==> config.mk <==
export PLATFORM = sky130hd
export DESIGN_NAME = pulse_train_analyzer
export DESIGN_NICKNAME = d
export VERILOG_FILES = /design/src/rtl/pulse_train_analyzer.sv
export SDC_FILE = /design/constraint.sdc
export NUM_CORES = 1
export LEC_CHECK = 0
export BUFFER_PORTS_ARGS = -buffer_cell sky130_fd_sc_hd__buf_4
export CAP_MARGIN = 30
export CORE_MARGIN = 2
export CORE_UTILIZATION = 35
export CTS_CLUSTER_DIAMETER = 80
export DETAILED_ROUTE_END_ITERATION = 10
export SLEW_MARGIN = 20
export SYNTH_ARGS = -nofsm -noshare
export SYNTH_HDL_FRONTEND = slang
export SYNTH_SLANG_ARGS = --single-unit
export TNS_END_PERCENT = 20
==> constraint.sdc <==
create_clock -name clk -period 1.74 [get_ports clk]
set_input_delay 0.348 -clock clk [delete_from_list [all_inputs] [get_ports clk]]
set_output_delay 0.348 -clock clk [all_outputs]
set_load 0.05 [all_outputs]
==> src/rtl/pulse_train_analyzer.sv <==
// pulse_train_analyzer
//   Samples a (possibly asynchronous) pulse stream and measures each pulse's
//   high width and rise-to-rise period in clock cycles. One record is emitted
//   per completed period through a single-entry valid/ready slot. Running
//   statistics: pulse count, min/max width, sticky overrun and timeout flags.
//
// Ports
//   clk          system clock, rising edge
//   rst          synchronous active-high reset (priority over clear)
//   ena          measurement enable; low forces the FSM to idle
//   clear        synchronous clear of everything except the synchronizer chain
//   pulse_in     pulse stream input
//   m_valid      record slot occupied
//   m_ready      consumer accepts record when m_valid && m_ready
//   m_width      high cycles of the measured pulse
//   m_period     cycles from that pulse's rise to the next rise
//   m_sat        width or period saturated during that pulse
//   pulse_count  rising edges seen (saturating)
//   width_min    smallest completed width (all-ones when none yet)
//   width_max    largest completed width
//   overrun      sticky: record dropped because the slot was full
//   timeout      sticky: period counter saturated while low
module pulse_train_analyzer #(
   parameter int unsigned CNT_W       = 8,
   parameter int unsigned SYNC_STAGES = 2
) (
   input  logic             clk,
   input  logic             rst,
   input  logic             ena,
   input  logic             clear,
   input  logic             pulse_in,
   output logic             m_valid,
   input  logic             m_ready,
   output logic [CNT_W-1:0] m_width,
   output logic [CNT_W-1:0] m_period,
   output logic             m_sat,
   output logic [15:0]      pulse_count,
   output logic [CNT_W-1:0] width_min,
   output logic [CNT_W-1:0] width_max,
   output logic             overrun,
   output logic             timeout
);

   localparam logic [CNT_W-1:0] MAX    = '1;
   localparam logic [CNT_W-1:0] MAX_M1 = MAX - 1'b1;
   localparam logic [CNT_W-1:0] ONE    = {{(CNT_W-1){1'b0}}, 1'b1};

   typedef enum logic [1:0] {StIdle, StHigh, StLow} state_t;

   // Synchronizer and edge detection
   logic [SYNC_STAGES-1:0] r_sync;
   logic                   r_s_d;
   logic                   w_s;
   logic                   w_rise;
   logic                   w_fall;

   // Measurement state
   state_t           r_state;
   logic [CNT_W-1:0] r_width_cnt;
   logic [CNT_W-1:0] r_period_cnt;
   logic             r_sat;
   logic [15:0]      r_pulse_count;
   logic [CNT_W-1:0] r_width_min;
   logic [CNT_W-1:0] r_width_max;
   logic             r_timeout;

   // Record launch stage between the FSM and the output slot
   logic             r_rec_vld;
   logic [CNT_W-1:0] r_rec_width;
   logic [CNT_W-1:0] r_rec_period;
   logic             r_rec_sat;

   // Output slot
   logic             r_m_valid;
   logic [CNT_W-1:0] r_m_width;
   logic [CNT_W-1:0] r_m_period;
   logic             r_m_sat;
   logic             r_overrun;

   logic [CNT_W-1:0] w_width_inc;
   logic [CNT_W-1:0] w_period_inc;
   logic             w_width_hit;
   logic             w_period_hit;

   assign w_s    = r_sync[SYNC_STAGES-1];
   assign w_rise = w_s & ~r_s_d;
   assign w_fall = ~w_s & r_s_d;

   // Saturating increments; *_hit flags the increment that lands on all-ones
   assign w_width_inc  = (r_width_cnt == MAX) ? MAX : r_width_cnt + 1'b1;
   assign w_period_inc = (r_period_cnt == MAX) ? MAX : r_period_cnt + 1'b1;
   assign w_width_hit  = (r_width_cnt == MAX_M1);
   assign w_period_hit = (r_period_cnt == MAX_M1);

   // Synchronizer keeps sampling through clear so the input view stays live
   always_ff @(posedge clk) begin
      if (rst) begin
         r_sync <= '0;
      end else begin
         r_sync[0] <= pulse_in;
         for (int i = 1; i < SYNC_STAGES; i++) begin
            r_sync[i] <= r_sync[i-1];
         end
      end
   end

   always_ff @(posedge clk) begin
      if (rst || clear) begin
         r_s_d <= 1'b0;
      end else begin
         r_s_d <= w_s;
      end
   end

   always_ff @(posedge clk) begin
      if (rst || clear) begin
         r_state       <= StIdle;
         r_width_cnt   <= '0;
         r_period_cnt  <= '0;
         r_sat         <= 1'b0;
         r_pulse_count <= '0;
         r_width_min   <= MAX;
         r_width_max   <= '0;
         r_timeout     <= 1'b0;
         r_rec_vld     <= 1'b0;
         r_rec_width   <= '0;
         r_rec_period  <= '0;
         r_rec_sat     <= 1'b0;
      end else begin
         r_rec_vld <= 1'b0;
         if (!ena) begin
            // Abandon any pulse in progress; counters and statistics hold
            r_state <= StIdle;
         end else begin
            if (w_rise && (r_pulse_count != 16'hFFFF)) begin
               r_pulse_count <= r_pulse_count + 16'd1;
            end
            unique case (r_state)
               StIdle: begin
                  // First rise has no prior period, so no record
                  if (w_rise) begin
                     r_state      <= StHigh;
                     r_width_cnt  <= ONE;
                     r_period_cnt <= ONE;
                     r_sat        <= 1'b0;
                  end
               end
               StHigh: begin
                  if (w_fall) begin
                     r_state      <= StLow;
                     r_period_cnt <= w_period_inc;
                     if (w_period_hit) r_sat <= 1'b1;
                     if (r_width_cnt < r_width_min) r_width_min <= r_width_cnt;
                     if (r_width_cnt > r_width_max) r_width_max <= r_width_cnt;
                  end else begin
                     r_width_cnt  <= w_width_inc;
                     r_period_cnt <= w_period_inc;
                     if (w_width_hit || w_period_hit) r_sat <= 1'b1;
                  end
               end
               StLow: begin
                  if (w_rise) begin
                     r_rec_vld    <= 1'b1;
                     r_rec_width  <= r_width_cnt;
                     r_rec_period <= r_period_cnt;
                     r_rec_sat    <= r_sat;
                     r_width_cnt  <= ONE;
                     r_period_cnt <= ONE;
                     r_sat        <= 1'b0;
                     r_state      <= StHigh;
                  end else if (w_period_hit) begin
                     // Period ran out while low: give up on this pulse
                     r_period_cnt <= MAX;
                     r_timeout    <= 1'b1;
                     r_state      <= StIdle;
                  end else begin
                     // A period already saturated during the high phase holds
                     r_period_cnt <= w_period_inc;
                  end
               end
               default: r_state <= StIdle;
            endcase
         end
      end
   end

   // Single-entry output slot; a full, stalled slot drops the newcomer
   always_ff @(posedge clk) begin
      if (rst || clear) begin
         r_m_valid  <= 1'b0;
         r_m_width  <= '0;
         r_m_period <= '0;
         r_m_sat    <= 1'b0;
         r_overrun  <= 1'b0;
      end else if (r_rec_vld) begin
         if (!r_m_valid || m_ready) begin
            r_m_valid  <= 1'b1;
            r_m_width  <= r_rec_width;
            r_m_period <= r_rec_period;
            r_m_sat    <= r_rec_sat;
         end else begin
            r_overrun <= 1'b1;
         end
      end else if (r_m_valid && m_ready) begin
         r_m_valid <= 1'b0;
      end
   end

   assign m_valid     = r_m_valid;
   assign m_width     = r_m_width;
   assign m_period    = r_m_period;
   assign m_sat       = r_m_sat;
   assign pulse_count = r_pulse_count;
   assign width_min   = r_width_min;
   assign width_max   = r_width_max;
   assign overrun     = r_overrun;
   assign timeout     = r_timeout;

endmodule

==> impl_results.md <==
- Status: complete, but fails checks
- Violated checks: negative setup slack
- Ys flop type: dfxtp_1
- CTS sink cnt: 92
- Syn Std Cell Area: 4318 µm²
- First-pass GRT wire length: 17.95 mm
- Flop2flop setup slack: -0.009 ns
- Seq cells post-synth: 92
- Leak: 2.317 nW
- Yosys top cell area share: 42.65%
- Fin nets: 680
- IO Pins: 58
- CP Data Required Time: 2.01 ns
- Worst Clk Skew: 0.01144 ns
- I/O Buffers: 57
- Syn Inst Count: 536
- Layout Cell Area excl Fill: 6113 µm²
- Actual slew at the worst max-slew pin: 0.6800 ns
- Drt pass-1 iters: 4
- R2R depth: 8
- Die area: 13240 µm²
- Wirelength, routed: 11.19 mm
- Average size of a mapped cell: 8.056 µm²
- Remaining global-route overflow: 0
- Post-synthesis cell type count: 52
- CP Launch Type: flop
- Placed cell area: 5479 µm²
- Die Y: 115.1 µm
- Reg clk slew, reported paths: 0.07 ns
- Syn nets: 566
- Reg2reg start: r_width_cnt[4]$_SDFFE_PP0P_
- WL/cell: 13.95 µm
- Post-route ant nets: 0
- Placement Setup Slack: -0.09648 ns
- Post-DP HPWL: 7.936 mm
- Setup-failing EPs final: 1
- Worst-Skew Late Latency: 0.35 ns
- Largest net degree at the start of global routing: 55
- Setup Crit Path Kind: flop to flop
- Via-to-Cell Ratio: 5.156
- GP Congestion: 0.9030
- Final worst setup slack: -0.008915 ns
- Clock buffer depth: 2
- Num rows: 40
- Hold path cells: 2
- Layout cells sized above 1: 35.73%
- Gr usage total: 17.05%
- Antenna cells: 0
- Ys Warns: 0
- Setup crit end kind: flop
- DP Cell Count: 780
- RSZ-0062 raised after global routing: true
- DR DRC count: 0
- Hold path start: rst
- Maximum vdd drop: 0.3725 mV
- Fin. max-slew vios: 0
- Commonest cells in the netlist: nand2_1, dfxtp_1, a21oi_1, nor2_1, inv_1
- Reg2reg end: width_min[2]$_SDFFE_PP1P_
- Share of synthesized registers carrying an async set or reset: 0%
- M1 WL: 5.039 mm
- Final Cycle Share: 100.5%
- Post-route insts no fill: 802
- Max_cap viols: 0
- Hold Buf Count CTS: 0
- Hold EP: r_sync[1]$_SDFF_PP0_
- EDFF count, synth: 0
- Synth area leaders: dfxtp_1, nand2_1, a21oi_1, ha_1, nor2_1
- CTS root buf: clkbuf_16
- Initial DRC Count: 199
- Vias in the first global route: 3870
- DR vias: 4135
- TritonCTS buffer count: 9
- Max Freq: 571.8 MHz
- Initial antenna violation count: 0
- Core Box Area: 12010 µm²
- Hold Violations, Final: 0
- Area leader, netlist: dfxtp_1
- Most instantiated library cell after synthesis: nand2_1
- DR top layer: met4
- H-tree Lvls: 3
- CP Max Fanout: 5
- Arrival time at the worst endpoint: 2.02 ns
- Final min period: 1.749 ns
- Routed wl met2: 5.534 mm
- Die X: 115.1 µm
- CTS tree: done
- Initial Util: 35.95%
- Met3 WL: 394 µm
- Area Overhead vs Synth: 41.58%
- Relative slew slack: 54.46%
- Final core utilization: 50.90%
- Seq/Total Area, Yosys: 42.65%
- Pwr/cell area: 703.4 nW/µm²
- Worst min path class: input pin to flop
- Hold Slack: 0.1734 ns
## state kept, by name (all words and copies together) (netlist names), 2 cells and up
signal and flops:
m_period 8, m_width 8, pulse_count 16, r_period_cnt 8
r_rec_period 8, r_rec_width 8, r_state 2, r_sync 2
r_width_cnt 8, width_max 8, width_min 8
## cell type report
cell class	count	area, µm²
clock buffers	11	254.0
fillers	1120	5898
well taps	147	183.9
inverters	27	111.4
repair buffers	129	1010
flip-flops and latches	92	1916
multi-input cells	391	2576
clock inverters	5	62.56
## worst max-delay path by stage
stage                                  endpoint                        start  depth (start not counted)  slack [ns]
finish                width_min[2]$_SDFFE_PP1P_  r_width_cnt[4]$_SDFFE_PP0P_                          8      -0.009
global placement       m_period[1]$_SDFFE_PP0P_                      m_ready                          5       -0.07
global route          width_min[2]$_SDFFE_PP1P_  r_width_cnt[3]$_SDFFE_PP0P_                          8       -0.07
floorplan             width_min[7]$_SDFFE_PP1P_      r_state[1]$_SDFFE_PP0P_                          8       -0.06
detailed placement  r_rec_width[6]$_SDFFE_PP0P_      r_state[1]$_SDFFE_PP0P_                          7        -0.1
CTS                   width_max[0]$_SDFFE_PP0P_    width_max[6]$_SDFFE_PP0P_                          8      -0.003
## worst max-delay path: stages, from the launching register on
cell and delay, ns:
dfxtp_4 0.37, buf_4 0.14, ha_1 0.30, nand2_1 0.08, nor2_1 0.06, a311oi_4 0.36, buf_2 0.21, a21oi_1 0.07
o21ai_0 0.07
## cell usage in the layout (no fill, tap or decap), types with 4 or more instances in the layout
master,n
a21oi_1,64
dfxtp_1,59
nand2_1,94
xnor2_1,5
nand4_1,12
inv_1,19
dfxtp_2,20
nor2_1,36
xor2_1,7
a31oi_1,5
inv_4,5
a21oi_2,4
dfxtp_4,13
ha_1,10
nor2b_1,6
buf_6,5
or2_2,5
nand3_1,19
o211ai_1,6
clkbuf_16,10
o21ai_1,14
nor3_1,8
inv_2,4
buf_4,121
o21ai_0,16
ha_4,12
## repair_timing
item                                    CTS  global route
buffers inserted                          0             5
cloned                                    0             1
resized for setup                        11            59
endpoints found under the setup margin   38            47
pin swaps                                 4            21
## stage by stage
stage	TNS (ns)	total power, mW
finish	-0.008915	4.300
global route	-0.6010	4.476
CTS	-0.005705	4.364
detailed placement	-1.141	2.275
global placement	-1.106	2.274
floorplan	-1.078	2.218
## power by group
group          switching, mW  internal (mW)
logic                 0.0788         0.0523
registers            0.00406           2.09
clock network          0.859           1.22
## metal layers
| metal | vias up | global-route usage (%) |
|---|---|---|
| met2 | 69 | 28.75 |
| met5 | - | 0 |
| met1 | 1944 | 20.83 |
| met4 | 0 | 8.353 |
| li1 | 2106 | - |
| met3 | 16 | 3.321 |
## kinds of logic (layout without fill, tap and decap cells)
family | count (synthesis) | in the layout | synth area share (%)
AND/OR/NAND/NOR | 214 | 214 | 23.15
AO/OA/AOI/OAI | 139 | 139 | 19.41
buffers and inverters | 53 | 172 | 4.926
XOR/XNOR | 12 | 12 | 2.434
flip-flops | 92 | 92 | 42.65
adder cells (fa/ha/maj) | 24 | 24 | 6.955
multiplexers | 2 | 2 | 0.4637
Note: power is estimated with default switching activity, not from simulation.
